### src/rtl/mod_arith_pkg.sv
// Shared types and constants for the sequential modular arithmetic blocks.
package mod_arith_pkg;

  localparam int unsigned WIDTH_DEF = 32;

  function automatic int unsigned cnt_width(input int unsigned w);
    return (w > 1) ? $clog2(w) : 1;
  endfunction

  localparam int unsigned CNT_W = cnt_width(WIDTH_DEF);

  typedef enum logic [1:0] {
    IDLE   = 2'd0,
    REDUCE = 2'd1,
    MUL    = 2'd2,
    FINISH = 2'd3
  } state_e;

endpackage

### src/rtl/mod_cond_sub.sv
// Conditional subtract: y_c = (x >= m) ? x - m : x, for x < 2m.
module mod_cond_sub #(
  parameter int unsigned WIDTH = 32
) (
  input  logic [WIDTH:0]   x,
  input  logic [WIDTH-1:0] m,
  output logic [WIDTH-1:0] y_c
);

  logic [WIDTH:0] m_ext;

  assign m_ext = {1'b0, m};
  assign y_c   = (x >= m_ext) ? WIDTH'(x - m_ext) : WIDTH'(x);

endmodule

### src/rtl/mod_mul_seq.sv
// Sequential (a*b) mod m: shift-subtract reduction of a, then MSB-first
// interleaved double-and-add over the bits of b.
module mod_mul_seq
  import mod_arith_pkg::*;
#(
  parameter int unsigned WIDTH = WIDTH_DEF
) (
  input  logic             clk,
  input  logic             reset,
  input  logic             start,
  input  logic [WIDTH-1:0] a,
  input  logic [WIDTH-1:0] b,
  input  logic [WIDTH-1:0] m,
  output logic [WIDTH-1:0] result,
  output logic             done
);

  localparam int unsigned CW = cnt_width(WIDTH);

  state_e           state;
  logic [WIDTH-1:0] a_q;
  logic [WIDTH-1:0] b_q;
  logic [WIDTH-1:0] m_q;
  logic             m_zero;
  logic [WIDTH-1:0] rem;
  logic [WIDTH-1:0] acc;
  logic [CW-1:0]    cnt;

  logic [CW-1:0]    idx_c;
  logic             last_c;
  logic [WIDTH:0]   red_x_c;
  logic [WIDTH-1:0] rem_nxt_c;
  logic [WIDTH:0]   dbl_x_c;
  logic [WIDTH-1:0] dbl_c;
  logic [WIDTH:0]   add_x_c;
  logic [WIDTH-1:0] add_c;
  logic [WIDTH-1:0] acc_nxt_c;

  // Bits are consumed MSB first while the counter runs upward.
  always_comb begin
    idx_c     = CW'(WIDTH - 1) - cnt;
    last_c    = (cnt == CW'(WIDTH - 1));
    red_x_c   = {rem, a_q[idx_c]};
    dbl_x_c   = {acc, 1'b0};
    add_x_c   = {1'b0, dbl_c} + {1'b0, rem};
    acc_nxt_c = b_q[idx_c] ? add_c : dbl_c;
  end

  mod_cond_sub #(.WIDTH(WIDTH)) u_sub_reduce (
    .x   (red_x_c),
    .m   (m_q),
    .y_c (rem_nxt_c)
  );

  mod_cond_sub #(.WIDTH(WIDTH)) u_sub_double (
    .x   (dbl_x_c),
    .m   (m_q),
    .y_c (dbl_c)
  );

  mod_cond_sub #(.WIDTH(WIDTH)) u_sub_add (
    .x   (add_x_c),
    .m   (m_q),
    .y_c (add_c)
  );

  always_ff @(posedge clk) begin
    if (!reset) begin
      state  <= IDLE;
      a_q    <= '0;
      b_q    <= '0;
      m_q    <= '0;
      m_zero <= 1'b0;
      rem    <= '0;
      acc    <= '0;
      cnt    <= '0;
      result <= '0;
      done   <= 1'b0;
    end else begin
      case (state)
        IDLE: begin
          done <= !start;
          if (start) begin
            a_q    <= a;
            b_q    <= b;
            m_q    <= m;
            m_zero <= (m == '0);
            rem    <= '0;
            acc    <= '0;
            cnt    <= '0;
            state  <= REDUCE;
          end
        end
        REDUCE: begin
          rem <= rem_nxt_c;
          cnt <= last_c ? '0 : cnt + CW'(1);
          if (last_c) state <= MUL;
        end
        MUL: begin
          acc <= acc_nxt_c;
          cnt <= last_c ? '0 : cnt + CW'(1);
          if (last_c) state <= FINISH;
        end
        FINISH: begin
          // A zero modulus was flagged at start and forces a zero result.
          result <= m_zero ? '0 : acc;
          done   <= 1'b1;
          state  <= IDLE;
        end
        default: state <= IDLE;
      endcase
    end
  end

endmodule

### config.mk
export PLATFORM = sky130hd
export DESIGN_NAME = mod_mul_seq
export DESIGN_NICKNAME = d
export VERILOG_FILES = /design/src/rtl/mod_arith_pkg.sv /design/src/rtl/mod_cond_sub.sv /design/src/rtl/mod_mul_seq.sv
export SDC_FILE = /design/constraint.sdc
export NUM_CORES = 1
export LEC_CHECK = 0
export ABC_AREA = 1
export BUFFER_PORTS_ARGS = -buffer_cell sky130_fd_sc_hd__buf_2
export CAP_MARGIN = 20
export CELL_PAD_IN_SITES_DETAIL_PLACEMENT = 1
export CELL_PAD_IN_SITES_GLOBAL_PLACEMENT = 2
export CORE_MARGIN = 3
export CORE_UTILIZATION = 30
export DETAILED_ROUTE_END_ITERATION = 10
export PLACE_DENSITY = 0.82
export SLEW_MARGIN = 20
export SYNTH_ARGS = -nofsm -noshare
export SYNTH_HDL_FRONTEND = slang
export SYNTH_HIERARCHICAL = 1
export SYNTH_SLANG_ARGS = --single-unit
### constraint.sdc
create_clock -name clk -period 9.1 [get_ports clk]
set_clock_uncertainty 0.05 [all_clocks]
set_input_delay 1.365 -clock clk [delete_from_list [all_inputs] [get_ports clk]]
set_output_delay 1.365 -clock clk [all_outputs]
set_load 0.03 [all_outputs]
**After elaboration in Yosys (flattened, before gate mapping)**

Index checks and enable logic that the tools add are counted.

- Register bits: 201
- Word-level logic and storage cells: 60
- Output and inout bits: 33

- Reduce and logical (&&, ||, !) cells: 13
- Muxes and demuxes: 20
- Equality and inequality tests: 7
- $lt $le $gt $ge: 4
- $add $sub $neg: 6

Operators with widths:

| operator | number |
|---|---|
| $mux 32 | 6 |
| $pmux 32 s2 | 2 |
| $ge 33x32->1 | 3 |
| $sub 32x32->32 | 3 |
| $add 32x32->33 | 1 |
| $logic_not 32->1 | 1 |
| $bmux 1 s5 | 2 |
| $mux 5 | 2 |
| $pmux 5 s2 | 1 |
| $pmux 2 s4 | 1 |
| $reduce_and 2->1 | 4 |
| $reduce_bool 2->1 | 4 |
| $lt 5x6->1 const B | 1 |
| $mux 2 | 3 |
| $ne 2x2->1 const B | 3 |
| $add 5x1->5 const B | 1 |
| $eq 5x5->1 const B | 1 |
| $sub 5x5->5 const A | 1 |
| $eq 2x2->1 const B | 2 |
| $reduce_and 3->1 | 1 |
| $eq 2x1->1 const B | 1 |
| $logic_not 2->1 | 1 |
| $mux 1 | 2 |
| $pmux 1 s2 | 1 |
| 2 further kinds | 2 |

**Depth between registers and ports, before layout**

- Word-level depth: 7
- Gate-level depth with buffers: 43
- Gate-level depth less buffers: 41

**Modules after synthesis**

The synthesis kept the hierarchy.

Modules (own cells, without submodules):

| module | times used | area each (µm²) | cells an instance |
|---|---|---|---|
| mod_mul_seq | 1 | 10,331.2 | 1,504 |
| mod_cond_sub (u_sub_double ...) | 2 | 3,194.3 | 650 |
| mod_cond_sub (u_sub_add) | 1 | 3,196.8 | 650 |

**Worst setup path after synthesis**

Ideal clock, no wire load.

- Path kind: reg-to-reg
- From: register m_q[3]
- To: register acc[23]
- Path slack: 4,310 ps
- Arrival: 4,670 ps
- Cell stages (with the launch flop): 38
- Data required time: 8,980 ps
- Path buffers: 1
- Path through: dfxtp_1 -> inv_1 -> ha_1 -> nand2_2 -> inv_1 -> nand2_1 -> nand2_1 -> nand2_1 -> nand3_2 -> nand2_2 -> nand2_2 -> nand2_4 -> nand2_8 -> nand2_1 -> o21ai_0 -> ha_1 -> fa_1 -> nand3_1 -> [2 not listed] -> o21ai_0 -> nand3_1 -> nand2_1 -> nand2_1 -> nand2_1 -> ha_1 -> a21oi_1 -> nand2_1 -> a21oi_1 -> nand2_1 -> nor2_4 -> buf_2 -> nand3_1 -> nand2_1 -> inv_1 -> nand3_1 -> nand3_1 -> a21oi_2

- Longest elaborated chain between the ends: 7
- Elaborated cells between the ends (all ways): 9
- Classes of those cells: add/sub: 3; order compare: 2; mux: 4

Ends and longest elaborated chain:

| what | line | text |
|---|---|---|
| start: declaration | mod_mul_seq.sv:23 | `logic [WIDTH-1:0] m_q;` |
| start signal: assignment | mod_mul_seq.sv:86 | `m_q <= m;` |
| $ge 33x32->1 | mod_cond_sub.sv:13 | `assign y_c = (x >= m_ext) ? WIDTH'(x - m_ext) : WIDTH'(x);` |
| $mux 32 | mod_cond_sub.sv:13 |  |
| net dbl_c[0] | mod_mul_seq.sv:34 | `logic [WIDTH-1:0] dbl_c;` |
| $add 32x32->33 | mod_mul_seq.sv:45 | `add_x_c = {1'b0, dbl_c} + {1'b0, rem};` |
| net add_x_c[28] | mod_mul_seq.sv:35 | `logic [WIDTH:0] add_x_c;` |
| $ge 33x32->1 | mod_cond_sub.sv:13 |  |
| $mux 32 | mod_cond_sub.sv:13 |  |
| net add_c[23] | mod_mul_seq.sv:36 | `logic [WIDTH-1:0] add_c;` |
| $mux 32 | mod_mul_seq.sv:46 | `acc_nxt_c = b_q[idx_c] ? add_c : dbl_c;` |
| $pmux 32 s2 | mod_mul_seq.sv:80 | `case (state)` |
| end signal: assignment | mod_mul_seq.sv:100 | `acc <= acc_nxt_c;` |
| end: declaration | mod_mul_seq.sv:26 | `logic [WIDTH-1:0] acc;` |

The timed path passes the listed nets, and every way through them passes these cells.
A chain may end at the register's enable or synchronous reset.

**Worst setup path after layout**

- From: register m_q[16]
- To: register acc[31]

- Longest elaborated chain between the ends: 7
- Elaborated cells between the ends (all ways): 9
- Classes of those cells: add/sub: 3; order compare: 2; mux: 4

Ends and longest elaborated chain:

| what | line |
|---|---|
| $sub 32x32->32 or $ge 33x32->1 (tied branches) | mod_cond_sub.sv:13 |
| $mux 32 * | mod_cond_sub.sv:13 |
| net dbl_c[18] | mod_mul_seq.sv:34 |
| $add 32x32->33 * | mod_mul_seq.sv:45 |
| net add_x_c[19] | mod_mul_seq.sv:35 |
| $sub 32x32->32 or $ge 33x32->1 (tied branches) | mod_cond_sub.sv:13 |
| $mux 32 * | mod_cond_sub.sv:13 |
| net add_c[31] | mod_mul_seq.sv:36 |
| $mux 32 * | mod_mul_seq.sv:46 |
| $pmux 32 s2 * | mod_mul_seq.sv:80 |

Mark *: on every way through the listed nets, which the timed path passes. The rest lies on a longest branch.

==> impl_metrics.py <==
metrics = {
    "sta": {
        "rsz0062_at_grt": "no",
        "max_slew_margin": 0.3558,
        "fin_setup_tns_ps": 0,
        "fin_crit_sh": 0.8369,
        "hold_viol_final": 0,
        "slew_violations": 0,
        "setup-violations-final": 0,
        "timing.final.crit_period_ps": 7616,
        "max_freq_mhz": 131.3,
        "tightest_slew_ps": 964.0,
    },
    "die": {
        "core_area_mm2": 0.06505,
        "die-height_um": 263.7,
        "die_area_mm2": 0.06952,
        "fp-row-count": 93,
        "start_util": 0.3062,
        "io_pins": 132,
        "die_x_um": 263.7,
    },
    "place": {
        "dp_hpwl_mm": 76.12,
        "gp_congestion": 1.043,
        "port_buffers": 131,
    },
    "synth": {
        "ys_types": 47,
        "synth.net_count": 3691,
        "syn_avg_cell_area_um2": 5.766,
        "ys_ff_latch": 201,
        "ys_warn_count": 6,
        "synthFlopType": "dfxtp_1",
        "synth_edf_count": 0,
        "synthesis.area_mm2": 0.01992,
        "async_reset_ff_frac": 0,
        "synth_cells": 3454,
        "ys_seq_area_frac": 0.2020,
    },
    "global_routing": {
        "grt_first_pass_wirelength_mm": 138.7,
        "antenna_found_initial": 6,
        "grt_max_degree": 109,
        "grt_use_total": 0.2598,
        "grt_pass1_vias": 21853,
        "overflow": 0,
    },
    "clock_tree": {
        "cts-root-buf": "clkbuf_16",
        "cts.sinks": 201,
        "cts_resized": 0,
        "cts_buffers": 25,
        "htree_levels": 1,
        "clock_path_buffers": 3,
        "clk_latency_ps": 570,
        "path_clk_slew_ps": 60,
        "cts_tree": "yes",
        "post-cts-setup-buffer-count": 0,
        "hold_buffers": 0,
    },
    "routing": {
        "post_drt_via_cell_ratio": 5.041,
        "ant_nets": 0,
        "wl_mm": 93.29,
        "wire_per_inst_um": 21.21,
        "vias": 22176,
        "drc": 0,
        "drtPass1Iterations": 5,
        "drt_iter0_drc": 1353,
    },
    "setup_path": {
        "required_ps": 9450,
        "critical_path_peak_fanout": 33,
        "end_kind": "flop",
        "worst_path_most_repeated_cell": "nand2_1",
        "crit_slowest_cell": "dfxtp_1",
        "critical_path.startpoint_type": "flop",
        "crit_type": "reg -> reg",
        "arrival_ps": 7970,
        "critPathMaxStageDelay_ps": 710,
    },
    "finish": {
        "mostFrequentLayoutCell": "nand2_1",
        "final_nets": 3757,
        "drive_gt1_frac": 0.08847,
        "final_cell_mix": "nand2_1, inv_1, nor2_1, nand3_1, dfxtp_1",
        "syn_to_final_growth_pct": 10.47,
    },
    "flow_run": {
        "drv_cap": 0,
    },
    "min_path": {
        "hp-class": "reg -> reg",
    },
    "run_status": {
        "status": "complete, no violations",
    },
}
registers in the layout (all words and copies together) (netlist names):
register	flops
state	2
b_q	32
cnt	5
acc	32
m_zero	1
result	32
m_q	32
rem	32
a_q	32
done	1
worst paths after layout:
kind,cells past startpoint,start,endpoint,slack (ps)
worst min-delay path,2,result[4],result[4],410
worst max-delay path,37,m_q[16],acc[31],1480
worst min register to register,2,result[4],result[4],410
worst max register to register,37,m_q[16],acc[31],1480
layout make-up:
| class | count | area [um2] |
|---|---|---|
| clock inverter | 10 | 78.83 |
| timing repair buffer | 153 | 828.3 |
| tap | 855 | 1070 |
| inverter | 566 | 2131 |
| fill | 8808 | 43040 |
| sequential | 201 | 4024 |
| antenna | 6 | 15.01 |
| clock buffer | 35 | 703.2 |
| multi-input combinational | 2573 | 13150 |
per-stage QoR:
stage                 util  instance area [um2]  setup WS, ps  std cells  hold WS [ps]
floorplan                -                19920          4310       3454         399.5
finish              0.3383                22000          1484       4399         411.2
CTS                 0.3379                21980          1651       4393         414.9
global route        0.3381                21990         976.8       4395         434.7
global placement    0.3259                21200          1684       4348         401.0
detailed placement  0.3259                21200          1682       4348         405.3
cell families after synthesis:
group           after synthesis  share of synthesized area
other cells                   1                  0.0001883
buf+inv                     680                     0.1385
simple gates               1981                     0.4363
flops                       201                     0.2020
compound gates              383                     0.1040
fa+ha+maj                   138                    0.08820
xor+xnor                     70                    0.03078
Yosys cell counts, types with 28 or more instances:
master / instances / area (um2)
nand3b_1: 34 / 255.2
xor2_1: 66 / 578.1
o21ai_0: 134 / 670.6
a21oi_1: 195 / 975.9
nand3_1: 339 / 1697
dfxtp_1: 201 / 4024
nor2_1: 342 / 1284
ha_1: 134 / 1677
clkbuf_1: 57 / 214.0
nand3_2: 48 / 480.5
nor3_1: 28 / 140.1
buf_2: 33 / 165.2
nand2_1: 1098 / 4121
inv_1: 558 / 2095
layer usage:
| layer | vias up | wire length, um | track usage |
|---|---|---|---|
| met5 | - | 34 | 0 |
| met4 | 4 | 3172 | 0.07629 |
| met3 | 118 | 3972 | 0.03241 |
| met2 | 511 | 42660 | 0.4342 |
| met1 | 10574 | 43450 | 0.3497 |
| li1 | 10969 | - | - |
critical path, delay by kind of cell, from the launching register on:
family	cells	cell delay (ps)
compound gates	2	180
buf+inv	7	610
flops	1	710
simple gates	24	4410
fa+ha+maj	3	1220
xor+xnor	1	260
Power is not shown: default switching activity piles up to over one toggle a cycle in this logic, so the estimate is an artifact.
